## config.mk

```make
export PLATFORM = sky130hd
export DESIGN_NAME = gcd_controller
export DESIGN_NICKNAME = d
export VERILOG_FILES = /design/src/rtl/gcd_controller.sv
export SDC_FILE = /design/constraint.sdc
export NUM_CORES = 1
export LEC_CHECK = 0
export CAP_MARGIN = 25
export CORE_MARGIN = 1.5
export CORE_UTILIZATION = 55
export DETAILED_ROUTE_END_ITERATION = 16
export DONT_BUFFER_PORTS = 1
export PLACE_DENSITY_LB_ADDON = 0.3
export SYNTH_ARGS = -nofsm -noshare
export SYNTH_HDL_FRONTEND = slang
export SYNTH_SLANG_ARGS = --single-unit
```

## constraint.sdc

```tcl
create_clock -name clk -period 4.8 [get_ports clk]
set_input_delay 1.2 -clock clk [delete_from_list [all_inputs] [get_ports clk]]
set_output_delay 1.2 -clock clk [all_outputs]
set_load 0.02 [all_outputs]
```

## src/rtl/gcd_controller.sv

```systemverilog
//------------------------------------------------------------------------------
// Module      : gcd_controller
// Description : Subtractive GCD engine. Samples two WIDTH-bit operands on an
//               accepted start, flags a zero operand, otherwise performs one
//               subtraction per cycle until the operands match.
//               Optional build macro GCD_ITER_COUNT_EN adds the iter_cnt output
//               reporting the number of subtractions performed.
// Revision    : 1.0 - initial release
//------------------------------------------------------------------------------
`default_nettype none

module gcd_controller #(
    parameter int WIDTH = 4
) (
    input  logic             clk,
    input  logic             rst_n,
    input  logic             start,
    input  logic [WIDTH-1:0] x_in,
    input  logic [WIDTH-1:0] y_in,
    output logic             busy,
    output logic             done,
    output logic [WIDTH-1:0] gcd_out,
    output logic             err
`ifdef GCD_ITER_COUNT_EN
    ,
    output logic [WIDTH-1:0] iter_cnt
`endif
);

    typedef enum logic [1:0] {
        IDLE  = 2'd0,
        CHECK = 2'd1,
        CMP   = 2'd2,
        DONE  = 2'd3
    } state_t;

    state_t           r_state;
    state_t           w_next_state;

    logic [WIDTH-1:0] r_x;
    logic [WIDTH-1:0] r_y;
    logic [WIDTH-1:0] r_gcd;
    logic             r_err;

    logic             w_accept;
    logic             w_zero_op;
    logic             w_equal;
    logic             w_x_lt_y;

    // Operand comparisons shared by the FSM and the datapath
    always_comb begin
        w_accept  = (r_state == IDLE) && start;
        w_zero_op = (r_x == '0) || (r_y == '0);
        w_equal   = (r_x == r_y);
        w_x_lt_y  = (r_x < r_y);
    end

    // State register; reset aborts any computation without a done pulse
    always_ff @(posedge clk or negedge rst_n) begin
        if (!rst_n) begin
            r_state <= IDLE;
        end else begin
            r_state <= w_next_state;
        end
    end

    // Next-state decode and Moore outputs; start only matters in IDLE
    always_comb begin
        w_next_state = r_state;
        busy         = 1'b1;
        done         = 1'b0;
        case (r_state)
            IDLE: begin
                busy = 1'b0;
                if (start) begin
                    w_next_state = CHECK;
                end
            end
            CHECK: begin
                w_next_state = w_zero_op ? DONE : CMP;
            end
            CMP: begin
                if (w_equal) begin
                    w_next_state = DONE;
                end
            end
            DONE: begin
                done         = 1'b1;
                w_next_state = IDLE;
            end
            default: begin
                w_next_state = IDLE;
            end
        endcase
    end

    // Operand/result datapath: load on accept, one subtraction per CMP cycle.
    // The smaller operand is always the subtrahend, so no wrap can occur.
    always_ff @(posedge clk or negedge rst_n) begin
        if (!rst_n) begin
            r_x   <= '0;
            r_y   <= '0;
            r_gcd <= '0;
            r_err <= 1'b0;
        end else begin
            case (r_state)
                IDLE: begin
                    if (start) begin
                        r_x   <= x_in;
                        r_y   <= y_in;
                        r_err <= 1'b0;
                    end
                end
                CHECK: begin
                    if (w_zero_op) begin
                        r_err <= 1'b1;
                        r_gcd <= '0;
                    end
                end
                CMP: begin
                    if (w_equal) begin
                        r_gcd <= r_x;
                    end else if (w_x_lt_y) begin
                        r_y <= r_y - r_x;
                    end else begin
                        r_x <= r_x - r_y;
                    end
                end
                default: begin
                end
            endcase
        end
    end

    assign gcd_out = r_gcd;
    assign err     = r_err;

`ifdef GCD_ITER_COUNT_EN
    logic [WIDTH-1:0] r_iter_cnt;

    // Subtraction counter: cleared on accept, bumped on each non-final CMP cycle
    always_ff @(posedge clk or negedge rst_n) begin
        if (!rst_n) begin
            r_iter_cnt <= '0;
        end else if (w_accept) begin
            r_iter_cnt <= '0;
        end else if ((r_state == CMP) && !w_equal) begin
            r_iter_cnt <= r_iter_cnt + 1'b1;
        end
    end

    assign iter_cnt = r_iter_cnt;
`endif

endmodule

`default_nettype wire

```

Yosys cells after proc, flatten, opt, wreduce, memory -nomap -nowiden
Cells that the tools add are included.

operators by class
  order comparisons = 1
  muxes and demuxes = 20
  reductions and logical operators = 12
  equality and inequality tests = 10
  $add $sub $neg = 2

operators with widths
  operator                                        count
  two-way mux 4 bit                               8
  case mux 4 bit (2 select lines)                 3
  inequality test 2 bit (second input constant)   6
  logical NOT 4 bit                               2
  case mux 2 bit (4 select lines)                 1
  AND reduction 4 bit                             2
  subtractor 4 bit                                2
  AND reduction 3 bit                             2
  nonzero test 2 bit                              3
  two-way mux 1 bit                               5
  == test 2 bit (second input constant)           2
  == test 4 bit                                   1
  < comparator 4 bit                              1
  two-way mux 2 bit                               2
  == test 2 x 1 -> 1 bit (second input constant)  1
  logical NOT 2 bit                               1
  case mux 1 bit (2 select lines)                 1
  AND reduction 2 bit                             1
  logical OR 1 bit                                1

storage, ports and cells
  bits of input ports = 11
  word-level logic and storage cells = 50
  flip-flop bits (word level) = 15
  output and inout bits = 7

Depth between registers and ports, before layout
  word-level depth = 4
  gate-level depth with buffers = 8
  depth with buffers taken out = 8

Least setup slack after synthesis
OpenSTA, ideal clock, no wires.

  path kind = input-to-reg
  start = input start
  end = register r_x[0]
  setup time = 0.125 ns
  arrival time = 2.022 ns
  cell stages on the path = 4
  setup slack = 2.652 ns
  buffers on the path = 0
  data required time = 4.675 ns
  cells stage by stage = mux2i_2 nor2b_2 a21oi_4 mux2_4

between the ends
  longest elaborated chain between the ends = 2

ends and longest elaborated chain
  what                             line  source
  start: declaration               17    input logic start,
  inequality test 2 bit (no line)  --
  AND reduction 4 bit (no line)    --
  end signal: assignment           109   r_x <= x_in;
  end signal: assignment           126   r_x <= r_x - r_y;
  end: declaration                 40    logic [WIDTH-1:0] r_x;

Every way passes these cells.
A chain may end at the register's enable or synchronous reset.

Worst setup path after layout
  start = register r_state[0]
  end = output busy

between the ends
  longest elaborated chain between the ends = 2

ends and longest elaborated chain
  what                      line  source
  start: declaration        37    state_t r_state;
  start signal: assignment  63    r_state <= w_next_state;
  logical NOT 2 bit         72    case (r_state)
  two-way mux 1 bit         72
  end: declaration          20    output logic busy,

Every way passes these cells.

==> impl_table.tex <==
\begin{tabular}{lr}
\hline
Metric & Value \\
\hline
\multicolumn{2}{l}{\textbf{Status}} \\
\quad Outcome & completed \\
\multicolumn{2}{l}{\textbf{Finish}} \\
\quad Growth of design area from synthesis to finish & 2.230\% \\
\quad Fraction of final layout cells with drive strength greater than 1 & 11.86\% \\
\quad Number of fill cells in the layout & 171 \\
\quad Nets & 143 \\
\quad Post-route non-filler standard cell count & 145 \\
\quad Most frequent cells in the layout & sky130\_fd\_sc\_hd\_\_inv\_1 (19), sky130\_fd\_sc\_hd\_\_dfrtp\_1 (15), sky130\_fd\_sc\_hd\_\_mux2i\_1 (11), sky130\_fd\_sc\_hd\_\_ha\_1 (11), sky130\_fd\_sc\_hd\_\_nand2\_1 (7) \\
\quad Antenna Cells & 0 \\
\quad Most common cell after layout, fill and taps aside & sky130\_fd\_sc\_hd\_\_inv\_1 \\
\multicolumn{2}{l}{\textbf{Synth}} \\
\quad Mean post-synth cell area & 9.988 sq um \\
\quad Number of flops mapped to enable cells by yosys & 0 \\
\quad Most used flip-flop cell after synthesis & sky130\_fd\_sc\_hd\_\_dfrtp\_1 \\
\quad Warning count from the yosys run & 0 \\
\quad Post-synthesis instance total & 118 \\
\quad Adder and majority gate portion of the synthesized area & 15.07\% \\
\quad Cell area after synthesis & 0.001179 sq mm \\
\quad Synthesized-area fraction occupied by ao, oa, aoi and oai cells & 9.236\% \\
\quad Post-synthesis xor/xnor area fraction & 1.486\% \\
\quad Mapped Nets & 142 \\
\quad Count of unique library cells instantiated by Yosys & 38 \\
\quad Synthesis-stage register bit count & 15 \\
\quad Proportion of synthesized chip area in sequential cells & 31.85\% \\
\quad Simple logic cell fraction of the synthesized area & 16.24\% \\
\quad Share of async-settable or async-resettable flops after synthesis & 100.0\% \\
\quad Dominant combinational cell family by area after synthesis & multiplexers \\
\quad Multiplexer share of the synthesized area & 17.20\% \\
\multicolumn{2}{l}{\textbf{GRT}} \\
\quad Vias in the first global route & 802 \\
\quad Overflow left after global routing & 0 \\
\quad Pin count of the biggest net entering global routing & 26 \\
\quad Wire length of the first global-routing pass & 3684 um \\
\quad Number of antenna violations at the first check in global routing & 0 \\
\quad GRT Util Overall & 19.86\% \\
\multicolumn{2}{l}{\textbf{Clock network}} \\
\quad Latest clock arrival within the worst-skew pair & 0.29 ns \\
\quad Number of buffers on the longest clock path & 2 \\
\quad Clk slew on worst S/H paths & 0.10 ns \\
\quad CTS Root Cell & sky130\_fd\_sc\_hd\_\_clkbuf\_4 \\
\quad Cts bufs inserted & 3 \\
\quad Number of buffers added for setup after CTS & 0 \\
\quad Post-cts gate resize count & 0 \\
\quad Number of sinks driven by the clock tree & 15 \\
\quad TritonCTS clock tree & yes \\
\quad Post-cts hold buffer count & 0 \\
\quad H-tree levels & 1 \\
\multicolumn{2}{l}{\textbf{Drt}} \\
\quad Starting DRC count in detailed routing & 18 \\
\quad Antenna-violating nets left & 0 \\
\quad WL met3 & 84 um \\
\quad Wire length on met2 & 996 um \\
\quad Total routed wire length on the met1 layer & 1025 um \\
\quad Number of DRC violations after detailed routing & 0 \\
\quad Top layer used by detailed routing & met3 \\
\quad Vias post-DR & 820 \\
\quad Ratio of routed vias to standard cells & 5.655 \\
\quad WL per Instance & 14.52 um \\
\quad Routed Wire Length & 2105 um \\
\quad Detailed-router iteration count before antenna repair & 4 \\
\multicolumn{2}{l}{\textbf{Timing}} \\
\quad Headroom to the max-slew limit & 43.05\% \\
\quad Finish-stage setup viols & 0 \\
\quad Maximum clock frequency & 405.4 MHz \\
\quad Post-route clock skew & 0.01089 ns \\
\quad Transition time at the pin with the least slew margin & 0.8543 ns \\
\quad Total count of max-transition violations in the final report & 0 \\
\quad Portion of the clock cycle consumed by the worst path in the final layout & 51.39\% \\
\quad Fin crit period & 2.467 ns \\
\quad Hold violation total from the final report & 0 \\
\quad Setup repair after global routing missed its margin & false \\
\quad Final TNS setup & 0 ns \\
\multicolumn{2}{l}{\textbf{Floorplan}} \\
\quad Total Die Area & 0.002430 sq mm \\
\quad Initial core utilization & 59.47\% \\
\quad IO Pins & 18 \\
\quad Width of the die & 49.29 um \\
\quad Number of core rows & 16 \\
\quad Area of the core region & 0.001982 sq mm \\
\quad Die height & 49.29 um \\
\multicolumn{2}{l}{\textbf{Placement}} \\
\quad GPL Wtd Cong & 0.8148 \\
\quad DP Wirelength & 1590 um \\
\quad Number of buffer cells added on primary ports & 0 \\
\quad Cell total after placement & 141 \\
\multicolumn{2}{l}{\textbf{Worst setup path}} \\
\quad Crit path buffers/inverters & 2 \\
\quad Setup crit end kind & output port \\
\quad Critical Path Fanout Max & 5 \\
\quad Required time reported for the critical path endpoint & 3.60 ns \\
\quad CP max stage cell & sky130\_fd\_sc\_hd\_\_dfrtp\_1 \\
\quad Data arrival, critical path & 1.27 ns \\
\quad Worst path most repeated cell & sky130\_fd\_sc\_hd\_\_inv\_1 \\
\quad Gate family responsible for the most delay along the worst path & flip-flops \\
\quad Highest cell delay on the worst timing path & 0.42 ns \\
\quad Worst setup SP type & register \\
\quad Cell breakdown of the critical path & inv\_1 -> ha\_1 -> inv\_1 \\
\quad Crit path kind & register to output port \\
\multicolumn{2}{l}{\textbf{Power and ir drop}} \\
\quad Peak ir drop on the vdd network & 0.3940 mV \\
\quad Leakage power summed over all cells & 0.5893 nW \\
\quad Power Density & 844.0 mW/mm\^{}2 \\
\multicolumn{2}{l}{\textbf{Flow run}} \\
\quad Max-capacitance violation count & 0 \\
\multicolumn{2}{l}{\textbf{Hold path}} \\
\quad Hold WC Path Type & register to register \\
\hline
\end{tabular}
final timing paths:
path,start,end,slack (ns),cells after the start
worst max-delay path,r_state[0],busy,2.33,3
worst min-delay path,r_y[3],r_y[3],0.57,1
worst max register to register,r_state[0],r_y[3],2.51,5
worst min register to register,r_y[3],r_y[3],0.57,1
max in group asynchronous,rst_n,r_x[2],4.13,0
min in group asynchronous,rst_n,r_y[3],0.59,0
cell type report:
type / count / area (sq um) / area share [%]
clock buffer: 4 / 26.28 / 2.181
inverter: 19 / 71.32 / 5.919
multi-input combinational: 80 / 698.2 / 57.94
sequential: 15 / 375.4 / 31.15
tap: 27 / 33.78 / 2.804
stage by stage:
| stage | hold slack (ns) | cell area (sq um) | power (mW) | utilization (%) | setup WS, ns |
|---|---|---|---|---|---|
| after global routing | 0.5777 | 1205 | 1.118 | 60.80 | 2.198 |
| after floorplan | 0.5038 | 1179 | 0.8604 | - | 2.652 |
| after detailed placement | 0.5415 | 1179 | 0.9431 | 59.47 | 2.493 |
| final | 0.5671 | 1205 | 1.017 | 60.80 | 2.333 |
| after CTS | 0.5632 | 1205 | 1.019 | 60.80 | 2.324 |
| after global placement | 0.5271 | 1179 | 0.9237 | 59.47 | 2.579 |
synth_stat cells (2+ instances only):
cell	count	area [sq um]
sky130_fd_sc_hd__a21oi_1	2	10.01
sky130_fd_sc_hd__a21oi_2	2	17.52
sky130_fd_sc_hd__buf_4	3	22.52
sky130_fd_sc_hd__dfrtp_1	15	375.4
sky130_fd_sc_hd__fa_1	2	40.04
sky130_fd_sc_hd__ha_1	11	137.6
sky130_fd_sc_hd__inv_1	19	71.32
sky130_fd_sc_hd__mux2_1	2	22.52
sky130_fd_sc_hd__mux2_4	3	45.04
sky130_fd_sc_hd__mux2i_1	11	110.1
sky130_fd_sc_hd__nand2_1	7	26.28
sky130_fd_sc_hd__nand2b_1	3	18.77
sky130_fd_sc_hd__nand3_1	3	15.01
sky130_fd_sc_hd__nand3b_1	2	15.01
sky130_fd_sc_hd__nor2_1	3	11.26
sky130_fd_sc_hd__nor2b_1	3	18.77
sky130_fd_sc_hd__nor4_1	2	12.51
sky130_fd_sc_hd__o21ai_0	4	20.02
sky130_fd_sc_hd__xnor2_1	2	17.52
cells by family (layout without fill, tap and decap cells):
| kind of cell | after synthesis | in the layout |
|---|---|---|
| flip-flops | 15 | 15 |
| multiplexers | 18 | 18 |
| AND/OR/NAND/NOR | 32 | 32 |
| adder cells (fa/ha/maj) | 13 | 13 |
| buffers and inverters | 23 | 23 |
| XOR/XNOR | 2 | 2 |
| AO/OA/AOI/OAI | 15 | 15 |
per-layer routing:
layer	up-vias	GRT usage (%)
met5	-	0
met1	395	29.67
met3	0	2.761
met4	0	7.143
li1	401	-
met2	24	29.05
flip-flops by register name, summed over array words and instances (netlist names):
signal	count
gcd_out	4
r_x	4
r_y	4
r_state	2
err	1
power by group:
group	internal, mW	switching [mW]
registers	0.189	0.0835
logic	0.315	0.354
clock network	0.0323	0.0435
total	0.536	0.481
(Power assumes the default switching activity.)
